===== src/rtl/vga_timing_detector.sv =====
// Receive-side VGA timing detector: measures line/frame format from hsync/vsync/data_enable,
// locks once stable and emits per-pixel coordinates. Define POLARITY_AUTO_EN for sync polarity detection.
module vga_timing_detector #(
  parameter int HW          = 12,
  parameter int VW          = 11,
  parameter int LOCK_FRAMES = 2
) (
  input  logic          clk,
  input  logic          rst_n,
  input  logic          hsync,
  input  logic          vsync,
  input  logic          data_enable,
  output logic          active,
  output logic [HW-1:0] pixel_x,
  output logic [VW-1:0] pixel_y,
  output logic          frame_start,
  output logic [HW-1:0] h_total,
  output logic [HW-1:0] h_active,
  output logic [VW-1:0] v_total,
  output logic [VW-1:0] v_active,
  output logic          locked,
  output logic          timing_error
);
  localparam int MW = $clog2(LOCK_FRAMES + 1);
  localparam logic [1:0] SEARCH  = 2'd0;
  localparam logic [1:0] MEASURE = 2'd1;
  localparam logic [1:0] VERIFY  = 2'd2;
  localparam logic [1:0] LOCKED  = 2'd3;
  localparam logic [HW-1:0] HMAX = '1;
  localparam logic [VW-1:0] VMAX = '1;

  typedef struct packed {
    logic [HW-1:0] ht;
    logic [HW-1:0] ha;
    logic [VW-1:0] vt;
    logic [VW-1:0] va;
  } rec_t;

  // Two-stage input pipe, bits {de, vs, hs}; syncs reset low so no false falling edge after reset
  logic [1:0][2:0] sync_pipe;
  logic [2:0]      s1, s2;
  assign s1 = sync_pipe[0];
  assign s2 = sync_pipe[1];

  always_ff @(posedge clk or negedge rst_n) begin
    if (!rst_n) sync_pipe <= {2{3'b100}};
    else        sync_pipe <= {sync_pipe[0], {data_enable, vsync, hsync}};
  end

  logic line_edge, frame_edge, pol_chg, vis;
  assign vis = ~s2[2];

`ifdef POLARITY_AUTO_EN
  // hpol/vpol = 1 means active-high; learned from the idle sync level at each visible-run start
  logic hpol, vpol, de_fall;
  assign de_fall = s2[2] & ~s1[2];
  assign pol_chg = de_fall & ((~s1[0] != hpol) | (~s1[1] != vpol));

  always_ff @(posedge clk or negedge rst_n) begin
    if (!rst_n) begin
      hpol <= 1'b0;
      vpol <= 1'b0;
    end else if (de_fall) begin
      hpol <= ~s1[0];
      vpol <= ~s1[1];
    end
  end

  assign line_edge  = (s2[0] ^ hpol) & ~(s1[0] ^ hpol);
  assign frame_edge = (s2[1] ^ vpol) & ~(s1[1] ^ vpol);
`else
  assign pol_chg    = 1'b0;
  assign line_edge  = s2[0] & ~s1[0];
  assign frame_edge = s2[1] & ~s1[1];
`endif

  // Per-line and per-frame measurement state
  logic [HW-1:0] hcnt, acnt, fper, fwid;
  logic [VW-1:0] vcnt, vacnt;
  logic          hper, hwid, bad;
  logic [HW-1:0] hcnt_n, acnt_n, fper_n, fwid_n, per;
  logic [VW-1:0] vcnt_n, vacnt_n, pixy_n;
  logic          hper_n, hwid_n, bad_n, h_sat;

  always_comb begin
    h_sat   = (hcnt == HMAX);
    per     = h_sat ? HMAX : hcnt + 1'b1;
    hcnt_n  = line_edge ? '0 : per;
    acnt_n  = line_edge ? '0 : ((vis && acnt != HMAX) ? acnt + 1'b1 : acnt);
    // A frame edge starts from a clean record; a coinciding line edge lands in the new frame
    vcnt_n  = frame_edge ? '0 : vcnt;
    vacnt_n = frame_edge ? '0 : vacnt;
    pixy_n  = frame_edge ? '0 : pixel_y;
    fper_n  = frame_edge ? '0 : fper;
    fwid_n  = frame_edge ? '0 : fwid;
    hper_n  = frame_edge ? 1'b0 : hper;
    hwid_n  = frame_edge ? 1'b0 : hwid;
    bad_n   = (frame_edge ? 1'b0 : bad) | h_sat | (vis & (acnt == HMAX));
    if (line_edge) begin
      if (vcnt_n == VMAX) bad_n = 1'b1;
      else                vcnt_n = vcnt_n + 1'b1;
      if (acnt != '0) begin
        if (vacnt_n == VMAX) bad_n = 1'b1;
        else                 vacnt_n = vacnt_n + 1'b1;
        if (pixy_n != VMAX) pixy_n = pixy_n + 1'b1;
        if (!hwid_n) begin
          fwid_n = acnt;
          hwid_n = 1'b1;
        end else if (acnt != fwid_n) begin
          bad_n = 1'b1;
        end
      end
      if (!hper_n) begin
        fper_n = per;
        hper_n = 1'b1;
      end else if (per != fper_n) begin
        bad_n = 1'b1;
      end
    end
  end

  always_ff @(posedge clk or negedge rst_n) begin
    if (!rst_n) begin
      hcnt <= '0; acnt <= '0; vcnt <= '0; vacnt <= '0;
      fper <= '0; fwid <= '0; hper <= 1'b0; hwid <= 1'b0; bad <= 1'b0;
      pixel_y <= '0; pixel_x <= '0; active <= 1'b0; frame_start <= 1'b0;
    end else begin
      hcnt <= hcnt_n; acnt <= acnt_n; vcnt <= vcnt_n; vacnt <= vacnt_n;
      fper <= fper_n; fwid <= fwid_n; hper <= hper_n; hwid <= hwid_n; bad <= bad_n;
      pixel_y     <= pixy_n;
      active      <= ~s1[2];
      frame_start <= frame_edge;
      if (!s1[2]) pixel_x <= !active ? '0 : ((pixel_x == HMAX) ? HMAX : pixel_x + 1'b1);
    end
  end

  // Lock state machine, advanced only at frame edges
  rec_t          rec, ref_rec;
  logic          rec_good;
  logic [1:0]    state;
  logic [MW-1:0] match, match_inc;

  assign rec       = '{ht: fper, ha: fwid, vt: vcnt, va: vacnt};
  assign rec_good  = ~bad & hper;
  assign match_inc = match + 1'b1;

  always_ff @(posedge clk or negedge rst_n) begin
    if (!rst_n) begin
      state <= SEARCH; match <= '0; ref_rec <= '0;
      locked <= 1'b0; timing_error <= 1'b0;
      h_total <= '0; h_active <= '0; v_total <= '0; v_active <= '0;
    end else begin
      timing_error <= 1'b0;
      if (frame_edge) begin
        case (state)
          SEARCH: begin
            state   <= MEASURE;
            ref_rec <= '0;
            match   <= '0;
          end
          MEASURE: begin
            ref_rec <= rec;
            match   <= rec_good ? MW'(1) : '0;
            state   <= VERIFY;
          end
          VERIFY: begin
            if (rec_good && rec == ref_rec) begin
              if (match_inc >= MW'(LOCK_FRAMES)) begin
                state    <= LOCKED;
                locked   <= 1'b1;
                h_total  <= ref_rec.ht;
                h_active <= ref_rec.ha;
                v_total  <= ref_rec.vt;
                v_active <= ref_rec.va;
              end else begin
                match <= match_inc;
              end
            end else begin
              ref_rec <= rec;
              match   <= rec_good ? MW'(1) : '0;
            end
          end
          default: begin
            if (!(rec_good && rec == ref_rec)) begin
              state        <= VERIFY;
              locked       <= 1'b0;
              timing_error <= 1'b1;
              ref_rec      <= rec;
              match        <= '0;
            end
          end
        endcase
      end else if (pol_chg && state == LOCKED) begin
        state        <= VERIFY;
        locked       <= 1'b0;
        timing_error <= 1'b1;
        match        <= '0;
      end
    end
  end
endmodule


===== config.mk =====
export PLATFORM = sky130hd
export DESIGN_NAME = vga_timing_detector
export DESIGN_NICKNAME = d
export VERILOG_FILES = /design/src/rtl/vga_timing_detector.sv
export SDC_FILE = /design/constraint.sdc
export NUM_CORES = 1
export LEC_CHECK = 0
export BUFFER_PORTS_ARGS = -buffer_cell sky130_fd_sc_hd__buf_2
export CORE_UTILIZATION = 36
export DETAILED_ROUTE_END_ITERATION = 10
export GPL_TIMING_DRIVEN = 0
export PLACE_DENSITY = 0.55
export SYNTH_ARGS = -nofsm -noshare
export SYNTH_HDL_FRONTEND = slang
export SYNTH_SLANG_ARGS = --single-unit

===== constraint.sdc =====
create_clock -name clk -period 7.8 [get_ports clk]
set_input_delay 0.39 -clock clk [delete_from_list [all_inputs] [get_ports clk]]
set_output_delay 0.39 -clock clk [all_outputs]
set_load 0.02 [all_outputs]

==> flow_summary.ini <==
[outcome]
run_status = complete, no violations

[finish]
finalNetCount = 1115
syn2layout_area_growth_pct = 18.4
most_frequent_cells_in_the_layout = sky130_fd_sc_hd__dfrtp_1, sky130_fd_sc_hd__nand2_1, sky130_fd_sc_hd__buf_2, sky130_fd_sc_hd__nor2_1, sky130_fd_sc_hd__o21ai_0
antennaDiodeCount = 0
postLayoutCoreUtil = 0.434
layout.cells.most_common = sky130_fd_sc_hd__dfrtp_1
fraction_of_layout_instances_using_a_drive_strength_above_1 = 0.180
finish.instance_area_um2 = 11700

[die]
top_level_ports = 78
start_util = 0.366
core_um2 = 26900
die_h_um = 167
floorplan_die_area_um2 = 28000
floorplan.rows = 60
floorplan.die.width_um = 167

[grt]
grtUsageTotal = 0.182
grt_pass1_vias = 7317
grt_max_degree = 118
grt_residual_overflow = 0
grt_first_pass_wirelength_mm = 40.7
antenna_found_initial = 0

[route]
via_count = 7493
drt_pre_antenna_iters = 5
detail_route.drc_violations = 0
initialDrtViolationCount = 470
antenna_violating_nets_post_route = 0
drt-wirelength-per-cell_um = 17.0
route.final.wire_length_mm = 24.8
route.detailed.vias_per_inst = 5.16

[worst_setup_path]
timing.reg2reg.setup_slack_ns = 3.58
cp_cell_sequence = nand2b_1 -> clkbuf_1 -> clkbuf_1 -> buf_6 -> and2_1 -> ha_1 -> and3_1 -> nand4_1 -> nor3_1 -> nor2_1 -> nand4_1 -> xnor2_1 -> nor2_1
regToRegEndpoint = vacnt[9]
worst-endpoint-required_ns = 8.15
path_max_fanout = 10
critPathSlowestCell = sky130_fd_sc_hd__nor3_1
critPathLaunchType = register
r2r_cells = 13
critical_path.reg2reg.startpoint = s1[1]
critical_path.endpoint_type = register
critical_path_arrival_ns = 4.57
crit_type = reg2reg
cpPeakStageDelay_ns = 0.69

[hold_path]
hold-path-cell-count = 0
hold-path-endpoint = s2[1]
worstHoldStart = s1[1]
holdCritPathClass = reg2reg

[cts]
cts_resized = 0
ctsLongestPathBuffers = 3
clock_tree.root_cell = sky130_fd_sc_hd__clkbuf_16
cts_made_buffers = 25
cts.clk_slew.worst_paths_ns = 0.06
cts_max_level = 1
clk_latency_ns = 0.51
cts_tree = yes
tritoncts_num_sinks = 202

[logic_synthesis]
number_of_synthesized_flops_with_an_enable_pin = 0
synth.yosys.seq_area_share = 0.514
synth_seq_cells = 202
synth_cell_type_count = 58
synth_area_um2 = 9850
syn_area_per_cell_um2 = 9.99
syn_inst = 986
yosysWarningCount = 0
fraction_of_registers_with_async_set_reset = 1.00
mappedNetlistNets = 1006
synth-main-ff-cell = sky130_fd_sc_hd__dfrtp_1

[sta]
setup_viol_count_final = 0
hold_ws_ns = 0.369
slew_viol_final = 0
hold_violations = 0
fin_crit_sh = 0.540
max_clock_freq_mhz = 237
clock-skew-final_ns = 0.0119
postLayoutSetupSlackWorst_ns = 3.58
post-route-min-period_ns = 4.22
worst_slew_margin = 0.417
grt_setup_unrepaired = no
transition_time_at_the_pin_with_the_least_slew_margin_ns = 0.874
setup_total_negative_slack_ns = 0

[placement]
numPortBuffers = 77
gp_congestion = 0.829
place.detailed.hpwl_mm = 17.3
place_ws_ns = 3.53
postPlaceCellArea_um2 = 10700

[pwr]
static-leakage-power_nw = 5.61
vdd_drop_max_mv = 0.145
areal_power_density_over_the_cells_nw_per_um2 = 254

[flow_run]
drv_cap = 0
[logic make-up after synthesis]
| kind of cell | share of synthesized area |
|---|---|
| DFF | 0.514 |
| buffers and inverters | 0.0283 |
| AOI/OAI and AO/OA | 0.0947 |
| xor gates and xnor gates | 0.0774 |
| and+or+nand+nor | 0.203 |
| muxes | 0.0644 |
| adders and majority gates | 0.0191 |
[sequential cells by signal (all words and copies together), names as in the netlist, 11 cells and up]
name	flops
acnt	12
fper	12
fwid	12
h_active	12
h_total	12
hcnt	12
pixel_x	12
pixel_y	11
ref_rec	46
v_active	11
v_total	11
vacnt	11
vcnt	11
[worst max-delay path: cells and delay by family, from the launching register on]
kind | cells | cell delay (ns)
XOR/XNOR | 1 | 0.13
adder cells (fa/ha/maj) | 1 | 0.18
AND/OR/NAND/NOR | 8 | 1.96
buffers and inverters | 3 | 1.48
flip-flops | 1 | 0.33
[worst max-delay path by stage]
stage / to / depth (start not counted) / from
after floorplan: pixel_y[9] / 13 / s1[1]
after global placement: pixel_x[8] / 1 / rst_n
after detailed placement: vacnt[9] / 13 / s1[1]
after CTS: vacnt[9] / 13 / s1[1]
after global routing: vacnt[9] / 13 / s1[1]
final: vacnt[9] / 13 / s1[1]
[what timing repair did]
action	4_1_cts	5_1_grt
hold buffers	4	0
endpoints found under the hold margin	86	0
buffers inserted	0	0
[routing by layer]
metal / GRT usage / wire length [µm] / up-vias
li1: - / - / 3626
met1: 0.264 / 11900 / 3662
met2: 0.286 / 11300 / 169
met3: 0.0262 / 1100 / 36
met4: 0.0439 / 469 / 0
met5: 0 / 0 / -
[stage by stage]
stage                     power [mW]  cells
after floorplan                 1.54    986
after global placement          1.69   1404
after detailed placement        1.70   1405
after CTS                       3.00   1453
after global routing            3.11   1453
final                           2.96   1453
[power by group]
group	internal, mW	leakage, nW	total, mW	switching [mW]
Sequential	1.12	2.76	1.22	0.0926
Combinational	0.188	2.39	0.471	0.283
Clock	0.838	0.455	1.27	0.436
Total	2.15	5.61	2.96	0.811
[synth_stat cells, types with 5 or more instances]
| master | number | area share |
|---|---|---|
| sky130_fd_sc_hd__a21oi_1 | 31 | 0.016 |
| sky130_fd_sc_hd__a31oi_1 | 12 | 0.0076 |
| sky130_fd_sc_hd__and2_1 | 8 | 0.0051 |
| sky130_fd_sc_hd__and3_1 | 11 | 0.0070 |
| sky130_fd_sc_hd__and4_1 | 5 | 0.0044 |
| sky130_fd_sc_hd__buf_2 | 16 | 0.0081 |
| sky130_fd_sc_hd__clkbuf_1 | 30 | 0.011 |
| sky130_fd_sc_hd__dfrtp_1 | 200 | 0.51 |
| sky130_fd_sc_hd__ha_1 | 15 | 0.019 |
| sky130_fd_sc_hd__inv_1 | 14 | 0.0053 |
| sky130_fd_sc_hd__mux2_2 | 51 | 0.058 |
| sky130_fd_sc_hd__mux2i_1 | 6 | 0.0061 |
| sky130_fd_sc_hd__nand2_1 | 133 | 0.051 |
| sky130_fd_sc_hd__nand2b_1 | 52 | 0.033 |
| sky130_fd_sc_hd__nand3_1 | 40 | 0.020 |
| sky130_fd_sc_hd__nand4_1 | 19 | 0.012 |
| sky130_fd_sc_hd__nor2_1 | 79 | 0.030 |
| sky130_fd_sc_hd__nor3_1 | 8 | 0.0041 |
| sky130_fd_sc_hd__nor4_1 | 16 | 0.010 |
| sky130_fd_sc_hd__o21ai_0 | 75 | 0.038 |
| sky130_fd_sc_hd__o21ai_1 | 9 | 0.0046 |
| sky130_fd_sc_hd__o22ai_1 | 5 | 0.0032 |
| sky130_fd_sc_hd__o32ai_1 | 5 | 0.0044 |
| sky130_fd_sc_hd__or3_1 | 6 | 0.0038 |
| sky130_fd_sc_hd__xnor2_1 | 17 | 0.015 |
| sky130_fd_sc_hd__xor2_1 | 70 | 0.062 |
[layout make-up]
type	instances	area (µm²)
fillers	2604	15200
clock buffers	34	719
repair buffers	82	463
inverters	16	60.1
plain buffers	50	219
clock inverters	10	200
flip-flops and latches	202	5060
multi-input cells	718	4510
well taps	341	427
No activity file was read; power rests on OpenSTA's default activity.
